**config.mk**
```make
export PLATFORM = sky130hd
export DESIGN_NAME = ppm_freq_lock_ctrl
export DESIGN_NICKNAME = d
export VERILOG_FILES = /design/src/rtl/ppm_freq_lock_ctrl.sv
export SDC_FILE = /design/constraint.sdc
export NUM_CORES = 1
export LEC_CHECK = 0
export CORE_MARGIN = 1
export CORE_UTILIZATION = 40
export DETAILED_ROUTE_END_ITERATION = 7
export PLACE_DENSITY = 0.61
export SLEW_MARGIN = 30
export SYNTH_ARGS = -nofsm -noshare
export SYNTH_HDL_FRONTEND = slang
export SYNTH_SLANG_ARGS = --single-unit
```
**constraint.sdc**
```tcl
create_clock -name clk -period 2.6 [get_ports clk]
set_clock_uncertainty 0.2 [all_clocks]
set_input_delay 0.52 -clock clk [delete_from_list [all_inputs] [get_ports clk]]
set_output_delay 0.52 -clock clk [all_outputs]
set_load 0.02 [all_outputs]
```
**src/rtl/ppm_freq_lock_ctrl.sv**
```systemverilog
// PPM frequency-recovery loop controller: steps the clock-tuning DAC toward the
// target preamble pulse spacing and declares lock after a run of good measurements.
module ppm_freq_lock_ctrl #(
    parameter  int SYMBOL_CHIPS   = 16,
    parameter  int TARGET_SPACING = 8,
    parameter  int TOL            = 0,
    parameter  int COARSE_THRESH  = 3,
    parameter  int COARSE_STEP    = 4,
    parameter  int DAC_BITS       = 6,
    parameter  int DAC_INIT       = 32,
    parameter  int LOCK_COUNT     = 4,
    parameter  int TIMEOUT        = 1023,
    localparam int CW             = $clog2(SYMBOL_CHIPS)
) (
    input  logic                clk,
    input  logic                resetn,
    input  logic                enable,
    input  logic                restart,
    input  logic                meas_valid,
    input  logic [CW:0]         interpulse_cycles,
    input  logic [1:0]          intrasymbol_pulses,
    output logic [DAC_BITS-1:0] dac_code,
    output logic                freq_ok,
    output logic                timeout,
    output logic [2:0]          good_count,
    output logic [1:0]          CTRL_state_SC
);

    localparam int TW = $clog2(TIMEOUT + 1);
    localparam int DW = DAC_BITS + 2;
    localparam int EW = CW + 2;

    localparam logic [TW-1:0]       TIMER_MAX = TW'(TIMEOUT);
    localparam logic [DW-1:0]       DAC_MAX   = DW'((1 << DAC_BITS) - 1);
    localparam logic [DAC_BITS-1:0] DAC_RST   = DAC_BITS'(DAC_INIT);
    localparam logic [2:0]          LOCK_N    = 3'(LOCK_COUNT);

    typedef enum logic [1:0] {
        S_IDLE   = 2'b00,
        S_SEARCH = 2'b01,
        S_LOCKED = 2'b10,
        S_UNUSED = 2'b11
    } state_t;

    state_t              state_q, state_d;
    logic [DAC_BITS-1:0] dac_q, dac_d;
    logic [2:0]          good_q, good_d;
    logic [TW-1:0]       timer_q, timer_d;
    logic                tmo_q, tmo_d;
    logic                ok_q;

    logic signed [EW-1:0] err;
    logic [EW-1:0]        abs_err;
    logic                 qual;
    logic                 in_tol;
    logic                 coarse;
    logic                 err_pos;
    logic [2:0]           good_inc;
    logic [DW-1:0]        dac_ext;
    logic [DW-1:0]        step;
    logic [DW-1:0]        dac_sum;
    logic [DAC_BITS-1:0]  dac_up;
    logic [DAC_BITS-1:0]  dac_dn;

    assign qual = meas_valid && (intrasymbol_pulses == 2'd2);

    // Error is widened by one sign bit so the full input range never overflows.
    assign err     = $signed({1'b0, interpulse_cycles}) - $signed(EW'(TARGET_SPACING));
    assign abs_err = err[EW-1] ? EW'(-err) : EW'(err);
    assign in_tol  = int'(abs_err) <= TOL;
    assign coarse  = int'(abs_err) > COARSE_THRESH;
    assign err_pos = err > 0;

    assign good_inc = (good_q == 3'd7) ? 3'd7 : good_q + 3'd1;

    assign dac_ext = DW'(dac_q);
    assign step    = coarse ? DW'(COARSE_STEP) : DW'(1);
    assign dac_sum = dac_ext + step;
    assign dac_up  = (dac_sum > DAC_MAX) ? DAC_BITS'(DAC_MAX) : DAC_BITS'(dac_sum);
    assign dac_dn  = (dac_ext >= step) ? DAC_BITS'(dac_ext - step) : '0;

    always_comb begin
        state_d = state_q;
        dac_d   = dac_q;
        good_d  = good_q;
        timer_d = timer_q;
        tmo_d   = tmo_q;
        if (restart) begin
            state_d = enable ? S_SEARCH : S_IDLE;
            dac_d   = DAC_RST;
            good_d  = '0;
            timer_d = '0;
            tmo_d   = 1'b0;
        end else if (!enable) begin
            state_d = S_IDLE;
            good_d  = '0;
            timer_d = '0;
        end else begin
            case (state_q)
                S_IDLE: begin
                    state_d = S_SEARCH;
                    timer_d = '0;
                end
                S_SEARCH: begin
                    if (qual) begin
                        timer_d = '0;
                        if (in_tol) begin
                            good_d = good_inc;
                            if (good_inc == LOCK_N) begin
                                state_d = S_LOCKED;
                            end
                        end else begin
                            good_d = '0;
                            dac_d  = err_pos ? dac_dn : dac_up;
                        end
                    end else if (timer_q != TIMER_MAX) begin
                        timer_d = timer_q + 1'b1;
                        if (timer_d == TIMER_MAX) begin
                            tmo_d = 1'b1;
                        end
                    end
                end
                S_LOCKED: begin
                    timer_d = '0;
                end
                default: begin
                    state_d = S_IDLE;
                    timer_d = '0;
                end
            endcase
        end
    end

    always_ff @(posedge clk or negedge resetn) begin
        if (!resetn) begin
            state_q <= S_IDLE;
            dac_q   <= DAC_RST;
            good_q  <= '0;
            timer_q <= '0;
            tmo_q   <= 1'b0;
            ok_q    <= 1'b0;
        end else begin
            state_q <= state_d;
            dac_q   <= dac_d;
            good_q  <= good_d;
            timer_q <= timer_d;
            tmo_q   <= tmo_d;
            ok_q    <= (state_d == S_LOCKED);
        end
    end

    assign dac_code      = dac_q;
    assign freq_ok       = ok_q;
    assign timeout       = tmo_q;
    assign good_count    = good_q;
    assign CTRL_state_SC = state_q;

endmodule

```
==> results_dict.tcl, run 1 <==
set metrics [dict create \
    antenna_found_initial 0 \
    critPathMaxStageDelay_ps 400 \
    cp_slowest_cell "or3_4" \
    wl_per_cell_um 16.42 \
    hold_path.class "reg -> reg" \
    swShare_pct 28.80 \
    hold_viol 0 \
    stdcell_area_sq_um 2654 \
    place.gp.congestion 0.9405 \
    path_class "in -> reg" \
    worstReg2RegStart "dac_code[0]" \
    yosysTopAreaCell "dfrtp_1" \
    coreArea_sq_um 4144 \
    yosysTopAreaCellShare_pct 30.94 \
    switchingPower_uw 241.0 \
    finalPower_uw 837.0 \
    synth_common_cells "dfrtp_1 (22), a21oi_1 (15), inv_1 (15)" \
    cp_num_buf_inv 2 \
    violations "setup timing" \
    pwr_density_cell_nw_per_um2 315.4 \
    io_pins 25 \
    seqPwrFrac_pct 43.8 \
    layout-area-overhead-vs-synth_pct 49.16 \
    yosysMostFrequentCell "dfrtp_1" \
    rows 23 \
    initial_utilization_pct 42.93 \
    postPlaceCellArea_sq_um 2399 \
    grt_max_degree 24 \
    root_buffer "clkbuf_8" \
    cpMostUsedCell "ha_4" \
    grt_pass1_vias 1774 \
    holdPathEnd "timeout" \
    ctsHoldBuffers 0 \
    vias 1823 \
    synth_nets 223 \
    async_reset_ff_share_pct 100.0 \
    rrSetupSlack_ps 380 \
    preCtsSetupSlack_ps -1272 \
    power_frac_clock_pct 27.4 \
    portBuffers 24 \
    syn-cell-area_sq_um 1779 \
    antenna_left 0 \
    rsz0062_at_grt "yes" \
    setup_tns_ps -2190 \
    timing.fmax_mhz 331.3 \
    dieArea_sq_um 4719 \
    crit_chain "buf_12 > inv_12 > ha_4 > nor3b_4 > o21a_1 > a31o_2 > o21a_4 > ha_4 > or3_4 > nor4_4 > o21bai_4 > a211oi_2 > a221o_1" \
    cts.sinks 23 \
    grt.total_usage_pct 22.95 \
    timing.final.ws_setup_ps -418.1 \
    synth_edf_count 0 \
    cts_tree "done" \
    synth_warnings 0 \
    drt-total-wl_um 5156 \
    ys_dominant_reg_cell "dfrtp_1" \
    fillerInstances 324 \
    drt_pass1_iterations 4 \
    clockBufferDepth 2 \
    fin_crit_sh_pct 116.1 \
    hpwl_um 3820 \
    cpLargestDelayFamily "compound AO/OA/AOI/OAI gates" \
    worst_ep_required_time_ps 2560 \
    h-tree-depth 1 \
    overflow 0 \
    intPower_uw 596.0 \
    cap_violations 0 \
    finalNetCount 290 \
    drv_slew 0 \
    syn_area_per_cell_sq_um 8.986 \
    min_path_cells 2 \
    ys_ff_latch 23 \
    fin_crit_ps 3018 \
    slew_headroom_pct 64.10 \
    synthCells 198 \
    vias_per_cell 5.806 \
    hp-start "timeout" \
    endpoint_kind "register" \
    drive_above_1_share_pct 35.61 \
    numCtsBuffers 3 \
    r2r-end "dac_code[4]" \
    die_w_um 68.70 \
    clkTransAtPathRegs_ps 90 \
    yosysUniqueCellTypes 56 \
    crit_fanout 4 \
    die_h_um 68.70 \
    n_antenna_cell 0 \
    synth_seq_area_share_pct 32.42 \
    setup_viol_count_final 6 \
    crit_arrival_ps 2980 \
    r2r_cells 7 \
    tightest_slew_ps 533.5 \
    p_leak_uw 0.001046 \
    drc_errors 0 \
    critPathLaunchType "input pin" \
    drt_iter0_drc 68 \
    clkLatencyLatePin_ps 270 \
    comb_power_share_pct 28.8 \
    status "finished, violations left" \
    ir_drop_v 0.0001770 \
    synth_top_cells_by_area "dfrtp_1 (31%), ha_1 (9.1%), a21oi_1 (4.2%), a211oi_1 (3.8%), xnor2_1 (3.4%)" \
    grt_pass1_wl_um 8010 \
]
flip-flops by register name, summed over array words and instances (netlist names):
signal	flops
good_count	3
CTRL_state_SC	2
timer_q	10
freq_ok	1
dac_code	6
timeout	1
cells by family (layout without fill, tap and decap cells):
family / after synthesis / after routing / share of synthesized area [%]
DFF: 23 / 23 / 32.42
AOI/OAI and AO/OA: 55 / 55 / 21.52
adders and majority gates: 13 / 13 / 9.142
buffers and inverters: 22 / 88 / 5.203
and+or+nand+nor: 73 / 73 / 25.67
muxes: 2 / 2 / 1.125
xor gates and xnor gates: 10 / 10 / 4.923
placed cells by master (no fill, tap or decap), types with 4 or more instances in the layout:
cell	netlist	routed
nor3_1	5	5
a21oi_1	15	14
inv_1	15	11
nand2_1	10	10
nand2b_1	4	4
buf_4	0	41
dfrtp_1	22	22
nand3_1	5	5
clkdlybuf4s50_1	0	19
or3_1	4	4
nor4_1	5	4
ha_1	13	5
xnor2_1	7	7
a211oi_1	9	6
o21ai_0	6	5
nor2_1	12	11
ha_4	0	7
power by group through the flow:
| stage | Clock, uW | Sequential [uW] | Combinational (uW) |
|---|---|---|---|
| floorplan | 0 | 374 | 94.7 |
| global route | 250 | 367 | 257 |
| detailed placement | 0 | 373 | 197 |
| CTS | 236 | 366 | 226 |
| global placement | 0 | 373 | 193 |
| finish | 230 | 366 | 241 |
area by class of cell:
cell class / count / area (sq um) / share of cell area (%)
Clock buffer: 3 / 41.29 / 1.556
Tap cell: 50 / 62.56 / 2.357
Clock inverter: 1 / 5.005 / 0.1886
Multi-Input combinational cell: 153 / 1315 / 49.55
Timing Repair Buffer: 67 / 571.8 / 21.55
Inverter: 17 / 81.33 / 3.065
Sequential cell: 23 / 576.8 / 21.73
tightest hold or removal path, cell delays in order (launching register included):
cell and delay [ps]:
dfrtp_1 380, inv_1 50, o32ai_1 60
through the flow:
| stage | util, % | std cells | hold WS (ps) |
|---|---|---|---|
| floorplan | - | 198 | 24.41 |
| global placement | 57.88 | 303 | 324.0 |
| detailed placement | 57.88 | 303 | 329.6 |
| CTS | 62.68 | 311 | 345.2 |
| global route | 64.04 | 314 | 396.8 |
| finish | 64.04 | 314 | 336.5 |
worst max-delay path by stage:
stage	startpoint	end	slack (ps)	cells after the start
after floorplan	interpulse_cycles[0]	dac_code[3]	-530	12
after global placement	interpulse_cycles[0]	dac_code[4]	-1180	15
after detailed placement	interpulse_cycles[0]	dac_code[4]	-1270	14
after CTS	interpulse_cycles[0]	dac_code[4]	-520	14
after global routing	interpulse_cycles[0]	dac_code[3]	-500	13
final	interpulse_cycles[0]	dac_code[3]	-420	13
metal layers:
layer | up-vias | share of wire (%) | track usage (%)
li1 | 860 | - | -
met2 | 73 | 52 | 42.03
met1 | 880 | 41 | 27.50
met4 | 0 | 1.1 | 6.122
met3 | 10 | 6.0 | 3.783
met5 | - | 0 | 0
timing repair:
| item | in CTS | in global routing |
|---|---|---|
| setup endpoints to repair | 9 | 6 |
| pin swaps | 14 | 17 |
| buffers inserted | 4 | 4 |
| resized for setup | 39 | 16 |
Power figures use the tool's default switching activity.
==> run 2: changes to the inputs <==
--- a/config.mk
+++ b/config.mk
@@ -7,9 +7,11 @@
 export LEC_CHECK = 0
 export CORE_MARGIN = 1
 export CORE_UTILIZATION = 40
+export CTS_CLUSTER_SIZE = 24
 export DETAILED_ROUTE_END_ITERATION = 7
 export PLACE_DENSITY = 0.61
 export SLEW_MARGIN = 30
 export SYNTH_ARGS = -nofsm -noshare
 export SYNTH_HDL_FRONTEND = slang
 export SYNTH_SLANG_ARGS = --single-unit
+export TNS_END_PERCENT = 50
==> run 2 against run 1 <==
  * The run still ends with setup timing left
  * Via count decreased by 4.7%
  * Combinational power decreased by 7%
  * Setup slack got worse by 5.7 ps
  * Routed wire length decreased by 8.6%
  * Worst hold slack improved by 1.4 ps
  * Global-route usage decreased by 2.1 points
  * First-iteration DRC count increased by 43%
  * Final area decreased by 2.8%
  * Largest cell class unchanged
  * Largest power group unchanged
==> results_dict.tcl, run 2 (same netlist as run 1, synthesis figures left out) <==
set metrics [dict create \
    grt.total_usage_pct 20.90 \
    p_leak_uw 0.001009 \
    top_register "timer_q" \
    grt_max_degree 24 \
    die_h_um 68.70 \
    antenna_left 0 \
    grt_pass1_wl_um 7417 \
    antenna_found_initial 0 \
    root_buffer "clkbuf_8" \
    cp_slowest_cell "a2111oi_4" \
    drt_pass1_iterations 4 \
    worst_ep_required_time_ps 2600 \
    drt-total-wl_um 4714 \
    cts_tree "done" \
    cp_num_buf_inv 3 \
    io_pins 25 \
    setup_tns_ps -2084 \
    die_w_um 68.70 \
    ctsHoldBuffers 0 \
    cts.sinks 23 \
    timing.fmax_mhz 330.7 \
    critPathLaunchType "input pin" \
    fin_crit_sh_pct 116.3 \
    drt_iter0_drc 97 \
    rrSetupSlack_ps 380 \
    crit_chain "buf_12 > inv_12 > ha_4 > nor3b_4 > o21a_1 > a31o_2 > o21a_4 > buf_4 > ha_4 > and4bb_2 > nor4_4 > o21bai_4 > a2111oi_4 > a221o_1" \
    drive_above_1_share_pct 32.82 \
    finalNetCount 285 \
    hpwl_um 3608 \
    clkTransAtPathRegs_ps 70 \
    hold_viol 0 \
    clkLatencyLatePin_ps 270 \
    placed_cells 300 \
    cpMostUsedCell "ha_4" \
    cap_violations 0 \
    coreArea_sq_um 4144 \
    slew_headroom_pct 70.01 \
    setup_viol_count_final 6 \
    crit_arrival_ps 3020 \
    stdcell_area_sq_um 2580 \
    rsz0062_at_grt "yes" \
    cp.depth 14 \
    numCtsBuffers 3 \
    regArea_sq_um 576.8 \
    clockBufferDepth 2 \
    hold_path.class "reg -> reg" \
    status "finished, violations left" \
    path_class "in -> reg" \
    multi_input_area_sq_um 1281 \
    drc_errors 0 \
    place.gp.congestion 0.9564 \
    grt_pass1_vias 1695 \
    largest_reg_flops 10 \
    wl_per_cell_um 15.26 \
    overflow 0 \
    cpLargestDelayFamily "compound AO/OA/AOI/OAI gates" \
    portBuffers 24 \
    drv_slew 0 \
    n_antenna_cell 0 \
    vias_per_cell 5.625 \
    crit_fanout 4 \
    violations "setup timing" \
    preCtsSetupSlack_ps -1340 \
    vias 1738 \
    fillerInstances 344 \
    postPlaceCellArea_sq_um 2371 \
    rows 23 \
    final_cell_mix "buf_4 (36), dfrtp_1 (22), clkdlybuf4s50_1 (19), a21oi_1 (15)" \
    critPathMaxStageDelay_ps 360 \
    endpoint_kind "register" \
    min_path_cells 2 \
    tightest_slew_ps 442.8 \
    pwr_density_cell_nw_per_um2 315.8 \
    fin_crit_ps 3024 \
    initial_utilization_pct 42.93 \
    timing.final.ws_setup_ps -423.8 \
    instances_no_fill 309 \
    utilization_pct 62.26 \
    dieArea_sq_um 4719 \
    r2r_cells 6 \
    ir_drop_v 0.0002126 \
    final_common_cell "buf_4" \
    h-tree-depth 1 \
    layout-area-overhead-vs-synth_pct 45.01 \
]
==> run 2: cell count changes in the layout (fill, tap and decap cells not counted), sizes merged <==
cell	previous run	this run
dlygate4sd2	0	1
buf	47	42
clkdlybuf4s15	1	0
clkbuf	3	4
clkinv	2	1
==> run 2: area by class of cell <==
| class | count | share of cell area (%) |
|---|---|---|
| multi-input combinational | 153 | 49.66 |
| timing repair buffer | 62 | 20.66 |
| clock buffer | 4 | 1.746 |
| sequential | 23 | 22.36 |
| inverter | 17 | 3.152 |
| tap | 50 | 2.425 |
==> run 2: worst paths after layout <==
path / end / from
max: dac_code[3] / interpulse_cycles[0]
min: timeout / timeout
max reg2reg: dac_code[3] / dac_code[2]
min reg2reg: timeout / timeout
max in group asynchronous: dac_code[5] / resetn
min in group asynchronous: timer_q[2] / resetn
==> run 2: what timing repair did <==
| action | 4_1_cts | 5_1_grt |
|---|---|---|
| resized for setup | 40 | 12 |
| buffers inserted | 2 | 3 |
| endpoints found under the setup margin | 9 | 6 |
| pin swaps | 11 | 9 |
==> run 2: per-layer routing <==
layer  wire (um)  vias to the layer above  GRT usage, %
met5           0                        -             0
met2        2488                       37         38.24
li1            -                      855             -
met4          72                        0         5.357
met1        2023                      840         25.99
met3         129                        6         2.138
==> run 2: power by group <==
| group | leakage (uW) | internal [uW] | switching, uW |
|---|---|---|---|
| sequential | 0.000315 | 361 | 5.67 |
| clock | 0.0000228 | 109 | 114 |
| combinational | 0.000672 | 118 | 107 |
| total | 0.00101 | 588 | 226 |
==> run 2: tightest hold or removal path, delay by kind of cell (launching register included) <==
| kind | cells | cell delay (ps) |
|---|---|---|
| flip-flops | 1 | 380 |
| AO/OA/AOI/OAI | 1 | 70 |
| buffers and inverters | 1 | 50 |
==> run 2: stage by stage <==
stage | hold slack (ps) | power [uW]
floorplan | 24.41 | 466.2
global placement | 318.2 | 556.2
detailed placement | 328.9 | 560.9
CTS | 341.8 | 801.8
global route | 359.4 | 852.6
finish | 337.9 | 814.8
==> run 3: changes to the inputs <==
--- a/config.mk
+++ b/config.mk
@@ -5,11 +5,12 @@
 export SDC_FILE = /design/constraint.sdc
 export NUM_CORES = 1
 export LEC_CHECK = 0
+export ABC_AREA = 1
 export CORE_MARGIN = 1
 export CORE_UTILIZATION = 40
 export CTS_CLUSTER_SIZE = 24
 export DETAILED_ROUTE_END_ITERATION = 7
-export PLACE_DENSITY = 0.61
+export PLACE_DENSITY = 0.6
 export SLEW_MARGIN = 30
 export SYNTH_ARGS = -nofsm -noshare
 export SYNTH_HDL_FRONTEND = slang
==> run 3 against run 2 <==
  * The flow now finishes without violations
  * Via count increased by 7.2%
  * Maximum frequency increased by 22%
  * Sequential cell count unchanged
  * Clock power increased by 5%
  * Critical path depth increased by 5
  * First-iteration DRC count decreased by 26%
  * Core utilization decreased by 4.8 points
  * Cell count increased by 23%
  * Sequential share of layout area increased by 0.72 points
  * Largest cell class unchanged
==> results_dict.tcl, run 3 <==
set metrics [dict create \
    switchingPower_uw 236.5 \
    n_antenna_cell 0 \
    synth_top_cells_by_area "dfrtp_1 (30%), nand2_1 (16%), nand3_1 (10%), ha_1 (8.9%), inv_1 (8.8%)" \
    yosysTopAreaCellShare_pct 30.18 \
    drv_slew 0 \
    drt_pass1_iterations 4 \
    antenna_found_initial 0 \
    drt_iter0_drc 72 \
    path_class "in -> reg" \
    hpwl_um 3352 \
    rows 24 \
    syn-cell-area_sq_um 1824 \
    seqPwrFrac_pct 45.4 \
    root_buffer "clkbuf_8" \
    async_reset_ff_share_pct 100.0 \
    cts_tree "done" \
    antenna_left 0 \
    syn_area_per_cell_sq_um 6.707 \
    synth_common_cells "nand2_1 (79), inv_1 (43), nand3_1 (37)" \
    final_cell_mix "nand2_1 (73), inv_1 (37), nand3_1 (35), buf_4 (28), dfrtp_1 (22)" \
    die_w_um 69.53 \
    hold_viol 0 \
    yosysMostFrequentCell "nand2_1" \
    wl_per_cell_um 11.64 \
    finalNetCount 354 \
    yosysTopAreaCell "dfrtp_1" \
    synth_seq_area_share_pct 31.62 \
    timing.fmax_mhz 405.1 \
    synthCells 272 \
    setup_tns_ps 0 \
    status "complete, no violations" \
    pwr_density_cell_nw_per_um2 321.2 \
    cts.sinks 23 \
    drt-total-wl_um 4423 \
    worstReg2RegStart "dac_code[0]" \
    synth_warnings 0 \
    drc_errors 0 \
    synth_edf_count 0 \
    top_usage_layer "met2" \
    vias_per_cell 4.905 \
    portBuffers 24 \
    grt_pass1_vias 1749 \
    die_h_um 69.53 \
    fin_crit_ps 2469 \
    clkLatencyLatePin_ps 270 \
    endpoint_kind "register" \
    clkTransAtPathRegs_ps 90 \
    yosysUniqueCellTypes 25 \
    preCtsSetupSlack_ps -601.5 \
    ys_ff_latch 23 \
    drive_above_1_share_pct 26.22 \
    ir_drop_v 0.0002248 \
    fin_crit_sh_pct 94.94 \
    dieArea_sq_um 4834 \
    startpoint "interpulse_cycles[2]" \
    critPathLaunchType "input pin" \
    vias 1864 \
    grt_use_met2_pct 32.79 \
    comb_power_share_pct 25.3 \
    final_common_cell "nand2_1" \
    instances_no_fill 380 \
    crit_fanout 5 \
    overflow 0 \
    cap_violations 0 \
    grt_max_degree 24 \
    tightest_slew_ps 320.7 \
    io_pins 25 \
    crit_arrival_ps 2480 \
    grt.total_usage_pct 19.17 \
    timing.final.ws_setup_ps 131.4 \
    swShare_pct 29.45 \
    layout-area-overhead-vs-synth_pct 37.04 \
    place.gp.congestion 0.8706 \
    ctsHoldBuffers 0 \
    h-tree-depth 1 \
    slew_headroom_pct 78.54 \
    r2r_cells 10 \
    largest_reg_flops 10 \
    placed_cells 370 \
    min_path_cells 2 \
    intPower_uw 566.5 \
    p_leak_uw 0.001286 \
    numCtsBuffers 3 \
    grtUsageMet3_pct 3.343 \
    clockBufferDepth 2 \
    setup_viol_count_final 0 \
    hold_path.class "reg -> reg" \
    worst_ep_required_time_ps 2610 \
    grt_pass1_wl_um 7583 \
    hp-start "timeout" \
    top_register "timer_q" \
    synth_nets 297 \
    power_frac_clock_pct 29.3 \
    initial_utilization_pct 41.90 \
    use_met1_pct 25.83 \
    ys_dominant_reg_cell "dfrtp_1" \
    coreArea_sq_um 4354 \
]
-- run 3: cell count changes in the layout (fill, tap and decap cells not counted), sizes merged, moves of 9 or more --
cell / before / now
a211oi: 9 / 0
buf: 42 / 29
nand3: 7 / 39
a21oi: 16 / 6
nor2: 13 / 27
inv: 16 / 48
nand2: 10 / 85
-- run 3: logic make-up (layout without fill, tap and decap cells) --
group / Yosys count / count (layout) / synth area share [%]
compound gates: 21 / 21 / 6.790
xor+xnor: 3 / 3 / 1.441
fa+ha+maj: 13 / 13 / 8.917
buf+inv: 48 / 104 / 9.876
flops: 23 / 23 / 31.62
simple gates: 164 / 164 / 41.36
-- run 3: critical path: stages --
cell,delay (ps)
dlygate4sd2_1,270
nor2_1,90
nand2_1,80
nand2_1,60
nand2_1,70
inv_2,70
nor2_4,40
o21ai_2,160
inv_2,100
ha_4,300
inv_4,50
buf_4,130
nand4_1,100
nand2_1,70
nand2_1,60
nand3_1,80
nand2_1,90
nor2_2,40
nor2_1,110
-- run 3: final timing paths --
check                              end  slack [ps]
max in group asynchronous  dac_code[5]        1510
min reg2reg                    timeout         300
min                            timeout         300
min in group asynchronous   timer_q[3]         400
max reg2reg                dac_code[1]         800
max                        dac_code[5]         130
-- run 3: what timing repair did --
action / 4_1_cts / 5_1_grt
setup buffers: 4 / 2
endpoints found under the setup margin: 6 / 6
resized for setup: 17 / 22
pin swaps: 13 / 15
-- run 3: metal layers --
metal  up-vias  part of all wire (%)
met5         -                     0
met4         0                  0.63
met3         4                   4.2
met2        34                    48
met1       840                    47
li1        986                     -
-- run 3: metrics by stage --
| step | cell area (sq um) | utilization (%) | hold WS [ps] | total power (uW) |
|---|---|---|---|---|
| 2_1_floorplan | 1878 | - | 24.41 | 465.6 |
| 3_3_place_gp | 2349 | 53.94 | 269.2 | 545.9 |
| 3_5_place_dp | 2349 | 53.94 | 284.1 | 546.0 |
| 4_1_cts | 2461 | 56.52 | 307.3 | 802.1 |
| 5_1_grt | 2500 | 57.41 | 358.3 | 848.2 |
| 6_report | 2500 | 57.41 | 303.3 | 803.1 |
-- run 3: power groups by stage --
stage | sequential (uW) | clock, uW | combinational (uW)
finish | 365 | 235 | 203
global route | 365 | 256 | 227
CTS | 365 | 246 | 192
detailed placement | 372 | 0 | 174
global placement | 372 | 0 | 174
floorplan | 374 | 0 | 92.0
-- run 3: area by class of cell --
type                       instances  area, sq um
clock buffer                       3        41.29
clock inverter                     1        5.005
fill                             420         1854
inverter                          48        182.7
multi-input combinational        201         1194
sequential                        23        576.8
tap                               52        65.06
timing repair buffer              52        435.4
